`config.mk`:
```
export PLATFORM = sky130hd
export DESIGN_NAME = wm8731_cfg_seq
export DESIGN_NICKNAME = d
export VERILOG_FILES = /design/src/rtl/wm8731_pkg.sv /design/src/rtl/wm8731_cfg_rom.sv /design/src/rtl/wm8731_cfg_seq.sv
export SDC_FILE = /design/constraint.sdc
export NUM_CORES = 1
export LEC_CHECK = 0
export CAP_MARGIN = 20
export CORE_ASPECT_RATIO = 0.75
export CORE_MARGIN = 4
export CORE_UTILIZATION = 55
export CTS_BUF_LIST = sky130_fd_sc_hd__clkbuf_4
export CTS_CLUSTER_SIZE = 14
export DETAILED_ROUTE_END_ITERATION = 6
export GPL_ROUTABILITY_DRIVEN = 0
export MAX_ROUTING_LAYER = met4
export PLACE_DENSITY = 0.83
export SLEW_MARGIN = 20
export SYNTH_ARGS = -nofsm -noshare
export SYNTH_HDL_FRONTEND = slang
export SYNTH_SLANG_ARGS = --single-unit
```
`constraint.sdc`:
```
create_clock -name clk -period 2.7 [get_ports clk]
set_input_delay 0.54 -clock clk [delete_from_list [all_inputs] [get_ports clk]]
set_output_delay 0.54 -clock clk [all_outputs]
set_load 0.03 [all_outputs]
```
`src/rtl/wm8731_pkg.sv`:
```
// Shared constants for the WM8731 codec configuration sequencer:
// register addresses, default device address, table length and FSM encoding.
package wm8731_pkg;

    localparam logic [7:0] DEV_ADDR_DEFAULT = 8'h34;  // 7-bit 0x1A plus write bit
    localparam int         TABLE_LEN        = 11;
    localparam logic [3:0] LAST_IDX         = 4'(TABLE_LEN - 1);

    localparam logic [6:0] R0  = 7'd0;   // left line in
    localparam logic [6:0] R1  = 7'd1;   // right line in
    localparam logic [6:0] R2  = 7'd2;   // left headphone out
    localparam logic [6:0] R3  = 7'd3;   // right headphone out
    localparam logic [6:0] R4  = 7'd4;   // analogue path
    localparam logic [6:0] R5  = 7'd5;   // digital path
    localparam logic [6:0] R6  = 7'd6;   // power down
    localparam logic [6:0] R7  = 7'd7;   // digital audio interface format
    localparam logic [6:0] R8  = 7'd8;   // sampling control
    localparam logic [6:0] R9  = 7'd9;   // active control
    localparam logic [6:0] R15 = 7'd15;  // reset

    typedef enum logic [2:0] {
        IDLE     = 3'd0,
        LOAD     = 3'd1,
        ISSUE    = 3'd2,
        WAIT_ACC = 3'd3,
        WAIT_END = 3'd4,
        GAP      = 3'd5,
        FIN      = 3'd6,
        ERR      = 3'd7
    } state_t;

    // Packs one table entry into the 16-bit {reg[6:0], data[8:0]} control word.
    function automatic logic [15:0] cfg_entry(input logic [6:0] addr, input logic [8:0] data);
        return {addr, data};
    endfunction

endpackage

```
`src/rtl/wm8731_cfg_rom.sv`:
```
// Configuration table: 4-bit entry index to 16-bit {reg, data} word.
// Indices past the end of the table read as zero.
module wm8731_cfg_rom
    import wm8731_pkg::*;
(
    input  logic [3:0]  index,
    output logic [15:0] word
);

    always_comb begin
        // NOTE: the default assignment before the case keeps every path driven,
        // so no latch is inferred for the unlisted indices.
        word = 16'h0000;
        case (index)
            4'd0:    word = cfg_entry(R15, 9'h000);  // soft reset first
            4'd1:    word = cfg_entry(R0,  9'h017);
            4'd2:    word = cfg_entry(R1,  9'h017);
            4'd3:    word = cfg_entry(R2,  9'h079);
            4'd4:    word = cfg_entry(R3,  9'h079);
            4'd5:    word = cfg_entry(R4,  9'h012);
            4'd6:    word = cfg_entry(R5,  9'h000);
            4'd7:    word = cfg_entry(R6,  9'h000);
            4'd8:    word = cfg_entry(R7,  9'h042);
            4'd9:    word = cfg_entry(R8,  9'h000);
            4'd10:   word = cfg_entry(R9,  9'h001);  // activate last
            default: word = 16'h0000;
        endcase
    end

endmodule

```
`src/rtl/wm8731_cfg_seq.sv`:
```
// WM8731 power-up configuration sequencer: walks the register table and hands
// each 24-bit write word to a downstream I2C controller, one write at a time.
module wm8731_cfg_seq
    import wm8731_pkg::*;
#(
    parameter logic [7:0] DEV_ADDR       = DEV_ADDR_DEFAULT,
    parameter int         GAP_CYCLES     = 64,
    parameter int         ACCEPT_TIMEOUT = 16
) (
    input  logic        clk,
    input  logic        reset,
    input  logic        start,
    input  logic        i2c_idle,
    output logic [23:0] i2c_din,
    output logic        wr_i2c,
    output logic        busy,
    output logic        done,
    output logic        error,
    output logic [3:0]  idx
);

    if (GAP_CYCLES < 1 || GAP_CYCLES > 255) begin : g_bad_gap
        $error("GAP_CYCLES must be in 1..255");
    end
    if (ACCEPT_TIMEOUT < 2 || ACCEPT_TIMEOUT > 255) begin : g_bad_timeout
        $error("ACCEPT_TIMEOUT must be in 2..255");
    end

    localparam logic [7:0] GAP_LOAD = 8'(GAP_CYCLES);
    localparam logic [7:0] ACC_LAST = 8'(ACCEPT_TIMEOUT - 1);

    state_t      state;
    logic [7:0]  acc_cnt;
    logic [7:0]  gap_cnt;
    logic [15:0] rom_word;

    wm8731_cfg_rom u_rom (
        .index (idx),
        .word  (rom_word)
    );

    // NOTE: all state and outputs update with non-blocking assignments so every
    // branch reads the values from before this edge, independent of statement order.
    always_ff @(posedge clk) begin
        if (reset) begin
            state   <= IDLE;
            i2c_din <= '0;
            wr_i2c  <= 1'b0;
            busy    <= 1'b0;
            done    <= 1'b0;
            error   <= 1'b0;
            idx     <= '0;
            acc_cnt <= '0;
            gap_cnt <= '0;
        end else begin
            wr_i2c <= 1'b0;  // strobe lasts a single cycle unless ISSUE re-arms it
            case (state)
                IDLE: begin
                    if (start) begin
                        idx   <= '0;
                        done  <= 1'b0;
                        error <= 1'b0;
                        busy  <= 1'b1;
                        state <= LOAD;
                    end
                end
                LOAD: begin
                    i2c_din <= {DEV_ADDR, rom_word};
                    state   <= ISSUE;
                end
                ISSUE: begin
                    if (i2c_idle) begin
                        wr_i2c  <= 1'b1;
                        acc_cnt <= '0;
                        state   <= WAIT_ACC;
                    end
                end
                WAIT_ACC: begin
                    // The controller must leave idle to show it took the word.
                    if (!i2c_idle) begin
                        state <= WAIT_END;
                    end else if (acc_cnt == ACC_LAST) begin
                        state <= ERR;
                    end else begin
                        acc_cnt <= acc_cnt + 8'd1;
                    end
                end
                WAIT_END: begin
                    if (i2c_idle) begin
                        gap_cnt <= GAP_LOAD;
                        state   <= GAP;
                    end
                end
                GAP: begin
                    if (gap_cnt == 8'd0) begin
                        if (idx == LAST_IDX) begin
                            state <= FIN;
                        end else begin
                            idx   <= idx + 4'd1;
                            state <= LOAD;
                        end
                    end else begin
                        gap_cnt <= gap_cnt - 8'd1;
                    end
                end
                FIN: begin
                    done  <= 1'b1;
                    busy  <= 1'b0;
                    state <= IDLE;
                end
                ERR: begin
                    error <= 1'b1;  // idx keeps the entry that was never accepted
                    busy  <= 1'b0;
                    state <= IDLE;
                end
                default: state <= IDLE;
            endcase
        end
    end

    a_strobe_single: assert property (@(posedge clk) disable iff (reset)
        wr_i2c |=> !wr_i2c);

    a_strobe_from_issue: assert property (@(posedge clk) disable iff (reset)
        wr_i2c |-> state == WAIT_ACC);

    a_word_stable: assert property (@(posedge clk) disable iff (reset)
        (state inside {ISSUE, WAIT_ACC, WAIT_END}) |=> $stable(i2c_din));

endmodule

```
==> results.md, run 1 <==
* Relative slew slack at 62.1%
* Max Cap Viol at 0
* RSZ-0062 raised after global routing: false
* Delay-heaviest family, CP: buffers and inverters
* Leakage at 0.818 nW
* Clk_lat worst skew at 0.35 ns
* Primary FF master, synth: dfxtp_1
* CTS H-Tree Depth at 2
* Clock Skew at 0.0110 ns
* Total CTS buffers at 5
* Placement Setup Slack at 0.459 ns
* Fin Setup TNS at 0 ns
* Die Height at 61.3 um
* RR Startpoint: gap_cnt[0]$_SDFFE_PP0P_
* Largest stage delay, worst path at 0.78 ns
* Mapped cell area at 2080 um^2
* Final hold violations at 0
* Routed WL at 4270 um
* Sequential-to-total area share from yosys stat at 36.6%
* Avg Cell Area, Syn at 8.15 um^2
* Core box area at 3660 um^2
* Min-delay src: i2c_din[6]$_SDFFE_PP0N_
* CTS tree: done
* Post-route worst setup slack at 0.373 ns
* Element type at the critical path end: primary output
* Global-route wire length before repair at 7340 um
* Antenna-violating nets left at 0
* Status: complete, no violations
* Sink Count at 38
* Pwr Total at 1.86 mW
* Post-Synthesis Cells at 255
* GR Overflow Total at 0
* Number of detailed-route iterations in the first pass at 4
* PwrDens at 792 nW/um^2
* Post-synth EDFFs at 0
* Die width at 79 um
* Layout overhead on the synthesized area at 12.6%
* Kind of critical path: register to primary output
* Commonest cells after routing, fill and taps aside: dfxtp_1, nor2_1, clkdlybuf4s50_1
* Worst r2r dst: idx[1]$_SDFFE_PP0P_
* Vias at 1783
* Nets@finish at 282
* Synth warn at 0
* CTS max path bufs at 2
* Setup repair bufs after CTS at 0
* ANT cells at 0
* Reg2reg path depth at 6
* Worst Path Required at 2.16 ns
* GRT Total Usage at 20.0%
* Setup violations, final at 0
* Buf/Inv on CP at 1
* I/O pins at 36
* Hold path cells at 2
* Peak Freq at 430 MHz
* CP arrival at 1.79 ns
* Cell Rows at 19
* Unique masters post-synth at 49
* Post-cts resize count at 0
* Die area at 4840 um^2
* Max VDD drop at 0.000648 V
* DR vias/cell at 5.52
* Most common cell after layout, fill and taps aside: dfxtp_1
* HP Class: register to register
* Worst R2R Setup Slack at 0.54 ns
* Layout cells sized above 1 at 7.38%
* Worst path slowest cell: clkdlybuf4s50_1
* DPL Wire Length at 2980 um
* # DRC at 0
* Post-synth ARST share at 0%
* Final Critical Period at 2.33 ns
* Actual slew at the worst max-slew pin at 0.567 ns
* Initial Util at 56.8%
* Critical Path, Cell by Cell: clkdlybuf4s50_1
* Pin count of the biggest net entering global routing at 19
* CP startpoint: idx[2]$_SDFFE_PP0P_
* Fin cells at 323
* Drt initial violations at 73
* Maximum fanout along the worst path at 15
* Post-CTS Hold Buffers at 0
* Pins over their slew limit at 0
* Clk slew on worst S/H paths at 0.11 ns
* Post-placement cell count at 316
* Critical Path Start Type: register
* CTS root buffer: clkbuf_4
* Vias in the first global route at 1614
* Initial antenna violation count at 0
* Routed length per instance at 13.2 um
* Port Buffers at 25
* Final worst-path cycle share at 86.2%
* Synthesized flop and latch total at 38
* WHS Endpoint: i2c_din[6]$_SDFFE_PP0N_
[per-layer routing]
metal / global-route usage [%] / part of all wire [%] / up-vias
met5: - / 0 / -
met2: 27.6 / 41 / 51
met3: 4.97 / 5.8 / 9
li1: - / - / 913
met4: 8.82 / 1.9 / 0
met1: 27.7 / 52 / 810
[metrics by stage]
stage               hold WS, ns  cell area [um^2]  utilization, %
floorplan                 0.447              2110               -
global placement          0.447              2290            62.7
global route              0.503              2340            64.0
finish                    0.476              2340            64.0
detailed placement        0.452              2290            62.7
CTS                       0.478              2340            64.0
[cell usage after synthesis (all sizes together) (2+ instances only)]
library cell   n  share of area, %
nand2         15               2.7
nor4           4               1.2
nor2          30               5.4
nand3          8               1.9
o2111ai        2              0.84
or3b           2              0.84
nor2b          3              0.90
or3            4               1.2
nor3          11               2.6
a2111oi        2              0.84
a211oi         6               2.2
nand2b         3              0.90
a221oi         2              0.84
inv            9               1.6
o21a           2              0.72
xor2           5               2.1
xnor2          4               1.7
buf           14               4.9
o311ai         2              0.84
o21ai          7               1.7
mux2i          4               1.9
a21oi         24               6.3
o211ai         3               1.1
and2           2              0.60
nand4          2              0.60
nor4b          2              0.84
nand3b         4               1.4
clkbuf        14               2.6
ha             7               4.2
o31ai          2              0.72
and3           2              0.60
or4            4               1.6
dfxtp         38                37
and3b          3               1.3
[report_power, final]
group | internal, mW | total (mW) | switching (mW)
clock | 0.0936 | 0.276 | 0.183
sequential | 0.648 | 0.778 | 0.130
combinational | 0.322 | 0.802 | 0.480
total | 1.06 | 1.86 | 0.793
[final cells by class]
cell class | instances | area [um^2]
fill | 328 | 1320
multi-input combinational | 189 | 1160
sequential | 38 | 761
timing repair buffer | 28 | 273
tap | 52 | 65.1
clock buffer | 5 | 37.5
inverter | 9 | 33.8
clock inverter | 2 | 10.0
[cell families after synthesis]
group	count (synthesis)	share of synthesized area (%)
AOI/OAI and AO/OA	57	18.2
xor gates and xnor gates	9	3.79
adders and majority gates	7	4.21
buffers and inverters	37	9.15
DFF	38	36.6
muxes	5	2.47
other	1	0.180
and+or+nand+nor	101	25.5
[flip-flops by register name (all words and copies together) (netlist names), 3 cells and up]
signal,flops
acc_cnt,8
state,3
i2c_din,11
idx,4
gap_cnt,8
[worst max path at each step]
stage,to,slack (ns),depth (start not counted)
global route,idx[2],0.30,1
finish,idx[2],0.37,1
global placement,acc_cnt[4]$_SDFFE_PP0P_,0.52,5
CTS,idx[2],0.39,1
floorplan,idx[1]$_SDFFE_PP0P_,0.59,7
detailed placement,acc_cnt[1]$_SDFFE_PP0P_,0.46,5
(Power assumes the default switching activity.)
==> run 2, diff against run 1 <==
--- a/config.mk
+++ b/config.mk
@@ -5,6 +5,7 @@
 export SDC_FILE = /design/constraint.sdc
 export NUM_CORES = 1
 export LEC_CHECK = 0
+export ABC_AREA = 1
 export CAP_MARGIN = 20
 export CORE_ASPECT_RATIO = 0.75
 export CORE_MARGIN = 4
@@ -13,8 +14,9 @@
 export CTS_CLUSTER_SIZE = 14
 export DETAILED_ROUTE_END_ITERATION = 6
 export GPL_ROUTABILITY_DRIVEN = 0
+export GPL_TIMING_DRIVEN = 0
 export MAX_ROUTING_LAYER = met4
-export PLACE_DENSITY = 0.83
+export PLACE_DENSITY = 0.82
 export SLEW_MARGIN = 20
 export SYNTH_ARGS = -nofsm -noshare
 export SYNTH_HDL_FRONTEND = slang
==> constraint.sdc (replaced) <==
create_clock -name clk -period 2.7 [get_ports clk]
set_input_delay 0.54 -clock clk [delete_from_list [all_inputs] [get_ports clk]]
set_output_delay 0.54 -clock clk [all_outputs]
set_load 0.1 [all_outputs]
==> results.md, run 2 <==
* Setup violations, final at 0 (unchanged)
* Number of detailed-route iterations in the first pass at 4 (unchanged)
* HP Class: register to register
* Element type at the critical path end: primary output
* PwrDens at 982 nW/um^2 (+24%)
* Clk slew on worst S/H paths at 0.11 ns (about the same)
* Status: complete, no violations
* Actual slew at the worst max-slew pin at 0.990 ns (+0.423 ns)
* Routed WL at 4920 um (+15%)
* Fin Setup TNS at 0 ns (unchanged)
* Relative slew slack at 33.8% (-28 points)
* DPL Wire Length at 3820 um (+28%)
* Critical Path, Cell by Cell: buf_4 > clkdlybuf4s50_1
* I/O pins at 36 (unchanged)
* Worst R2R Setup Slack at 1.11 ns (+0.57 ns)
* Avg Cell Area, Syn at 6.66 um^2 (-18%)
* GR Overflow Total at 0 (unchanged)
* Unique masters post-synth at 32 (-35%)
* Total CTS buffers at 5 (unchanged)
* Post-CTS Hold Buffers at 0 (unchanged)
* ANT cells at 0 (unchanged)
* Number of flip-flops in the largest register at 11 (unchanged)
* Maximum fanout along the worst path at 4 (-11)
* Kind of critical path: register to primary output
* Die width at 80.8 um (+2.2%)
* Initial Util at 58.5% (+1.7 points)
* Count leader, synth: nand2_1
* Max Cap Viol at 0 (unchanged)
* Final Critical Period at 2.52 ns (+0.197 ns)
* Core box area at 3730 um^2 (+1.9%)
* Peak Freq at 396 MHz (-7.8%)
* Layout overhead on the synthesized area at 18.0%
* Mapped cell area at 2180 um^2 (+5.1%)
* RSZ-0062 raised after global routing: false
* Cell Rows at 19 (unchanged)
* Buf/Inv on CP at 2 (+1)
* CTS max path bufs at 2 (unchanged)
* # DRC at 0 (unchanged)
* Antenna-violating nets left at 0 (unchanged)
* Sink Count at 38 (unchanged)
* Pins over their slew limit at 0 (unchanged)
* Clk_lat worst skew at 0.33 ns (-0.02 ns)
* Port Buffers at 24 (-4.0%)
* Delay-heaviest family, CP: buffers and inverters
* Cell accounting for the most synthesized area: dfxtp_1
* Routed length per instance at 11.7 um (-12%)
* Final cell utilization of the core at 69.1% (+5.1 points)
* Clock Skew at 0.0125 ns (+0.00146 ns)
* Worst path slowest cell: clkdlybuf4s50_1
* Hold Slack at 0.476 ns (-0.000197 ns)
* Biggest regs: i2c_din: 11 flops, acc_cnt: 8 flops, gap_cnt: 8 flops
* Sequential-to-total area share from yosys stat at 34.8% (-1.8 points)
* Global-route wire length before repair at 8510 um (+16%)
* Die area at 5050 um^2 (+4.5%)
* Area contributors post-synth: dfxtp_1, nand2_1, nor2_1, a21oi_1, nand3_1
* Post-Synthesis Cells at 328 (+29%)
* Worst Path Required at 2.16 ns (about the same)
* Nets@finish at 379 (+34%)
* Vias in the first global route at 1853 (+15%)
* CP arrival at 1.98 ns (+0.19 ns)
* Initial antenna violation count at 0 (unchanged)
* Post-cts resize count at 0 (unchanged)
* Drt initial violations at 151 (+110%)
* Max VDD drop at 0.000856 V (+32%)
* CTS root buffer: clkbuf_4
* Synthesized flop and latch total at 38 (unchanged)
* Primary FF master, synth: dfxtp_1
* Vias at 2134 (+20%)
* Setup repair bufs after CTS at 0 (unchanged)
* Post-synth EDFFs at 0 (unchanged)
* Final worst-path cycle share at 93.5% (+7.3 points)
* Leakage at 1.16 nW (+42%)
* Filler cells at 344 (+4.9%)
* Final hold violations at 0 (unchanged)
* CTS H-Tree Depth at 2 (unchanged)
* Pin count of the biggest net entering global routing at 12 (-7)
* Layout cells sized above 1 at 10.0% (+2.6 points)
* Area fraction of the dominant cell type after synthesis at 34.8% (-1.8 points)
* Critical Path Start Type: register
* Post-synth ARST share at 0% (unchanged)
* Synth warn at 0 (unchanged)
* Largest stage delay, worst path at 1.13 ns (+0.35 ns)
* Die Height at 62.6 um (+2.2%)
* GRT Total Usage at 21.5% (+1.5 points)
* CTS tree: done
* Commonest cells after routing, fill and taps aside: nand2_1, nor2_1, dfxtp_1
* Top reg by flops: i2c_din
* DR vias/cell at 5.07 (-8.2%)
* List of most frequent post-synthesis cells: nand2_1, nor2_1, dfxtp_1
* Most common cell after layout, fill and taps aside: nand2_1
## run 2: path summary, 6_finish.rpt
path / startpoint / endpoint / depth (start not counted)
worst max-delay path: i2c_din[18]$_SDFFE_PP0N_ / i2c_din[20] / 2
worst min-delay path: gap_cnt[0]$_SDFFE_PP0P_ / gap_cnt[0]$_SDFFE_PP0P_ / 2
worst max register to register: idx[0]$_SDFFE_PP0P_ / idx[0]$_SDFFE_PP0P_ / 8
worst min register to register: gap_cnt[0]$_SDFFE_PP0P_ / gap_cnt[0]$_SDFFE_PP0P_ / 2
## run 2: final cells by class
| class | instances | area (um^2) | share of cell area, % |
|---|---|---|---|
| well taps | 52 | 65.1 | 2.52 |
| flip-flops and latches | 38 | 761 | 29.5 |
| plain buffers | 20 | 136 | 5.29 |
| clock inverters | 2 | 8.76 | 0.340 |
| repair buffers | 24 | 240 | 9.32 |
| multi-input cells | 242 | 1180 | 45.8 |
| inverters | 37 | 141 | 5.49 |
| clock buffers | 6 | 45.0 | 1.75 |
## run 2: logic make-up after synthesis
logic type	share of synthesized area [%]
AND/OR/NAND/NOR	34.2
buffers and inverters	12.7
adder cells (fa/ha/maj)	4.01
other	0.172
flip-flops	34.8
AO/OA/AOI/OAI	11.7
XOR/XNOR	2.41
## run 2: report_power, final
part	internal [mW]	switching, mW	total [mW]
combinational	0.362	1.13	1.49
clock	0.108	0.185	0.293
sequential	0.664	0.0869	0.751
## run 2: layer usage
layer | global-route usage, % | routed length [um] | up-vias
li1 | - | - | 1108
met1 | 30.7 | 2450 | 956
met2 | 31.0 | 2080 | 64
met3 | 4.76 | 354 | 6
met4 | 4.43 | 39 | 0
met5 | - | 0 | -
## run 2: tightest hold or removal path, stage by stage (launching register included)
cell     delay, ns
dfxtp_1       0.33
nand2_1       0.06
a21oi_1       0.05
## run 2: through the flow
stage / setup slack (ns) / area [um^2] / cells / power, mW
after detailed placement: 0.547 / 2520 / 413 / 2.24
after global routing: 0.102 / 2580 / 421 / 2.68
after floorplan: 0.543 / 2220 / 337 / 1.94
after CTS: 0.170 / 2580 / 421 / 2.53
after global placement: 0.568 / 2520 / 413 / 2.22
final: 0.176 / 2580 / 421 / 2.53
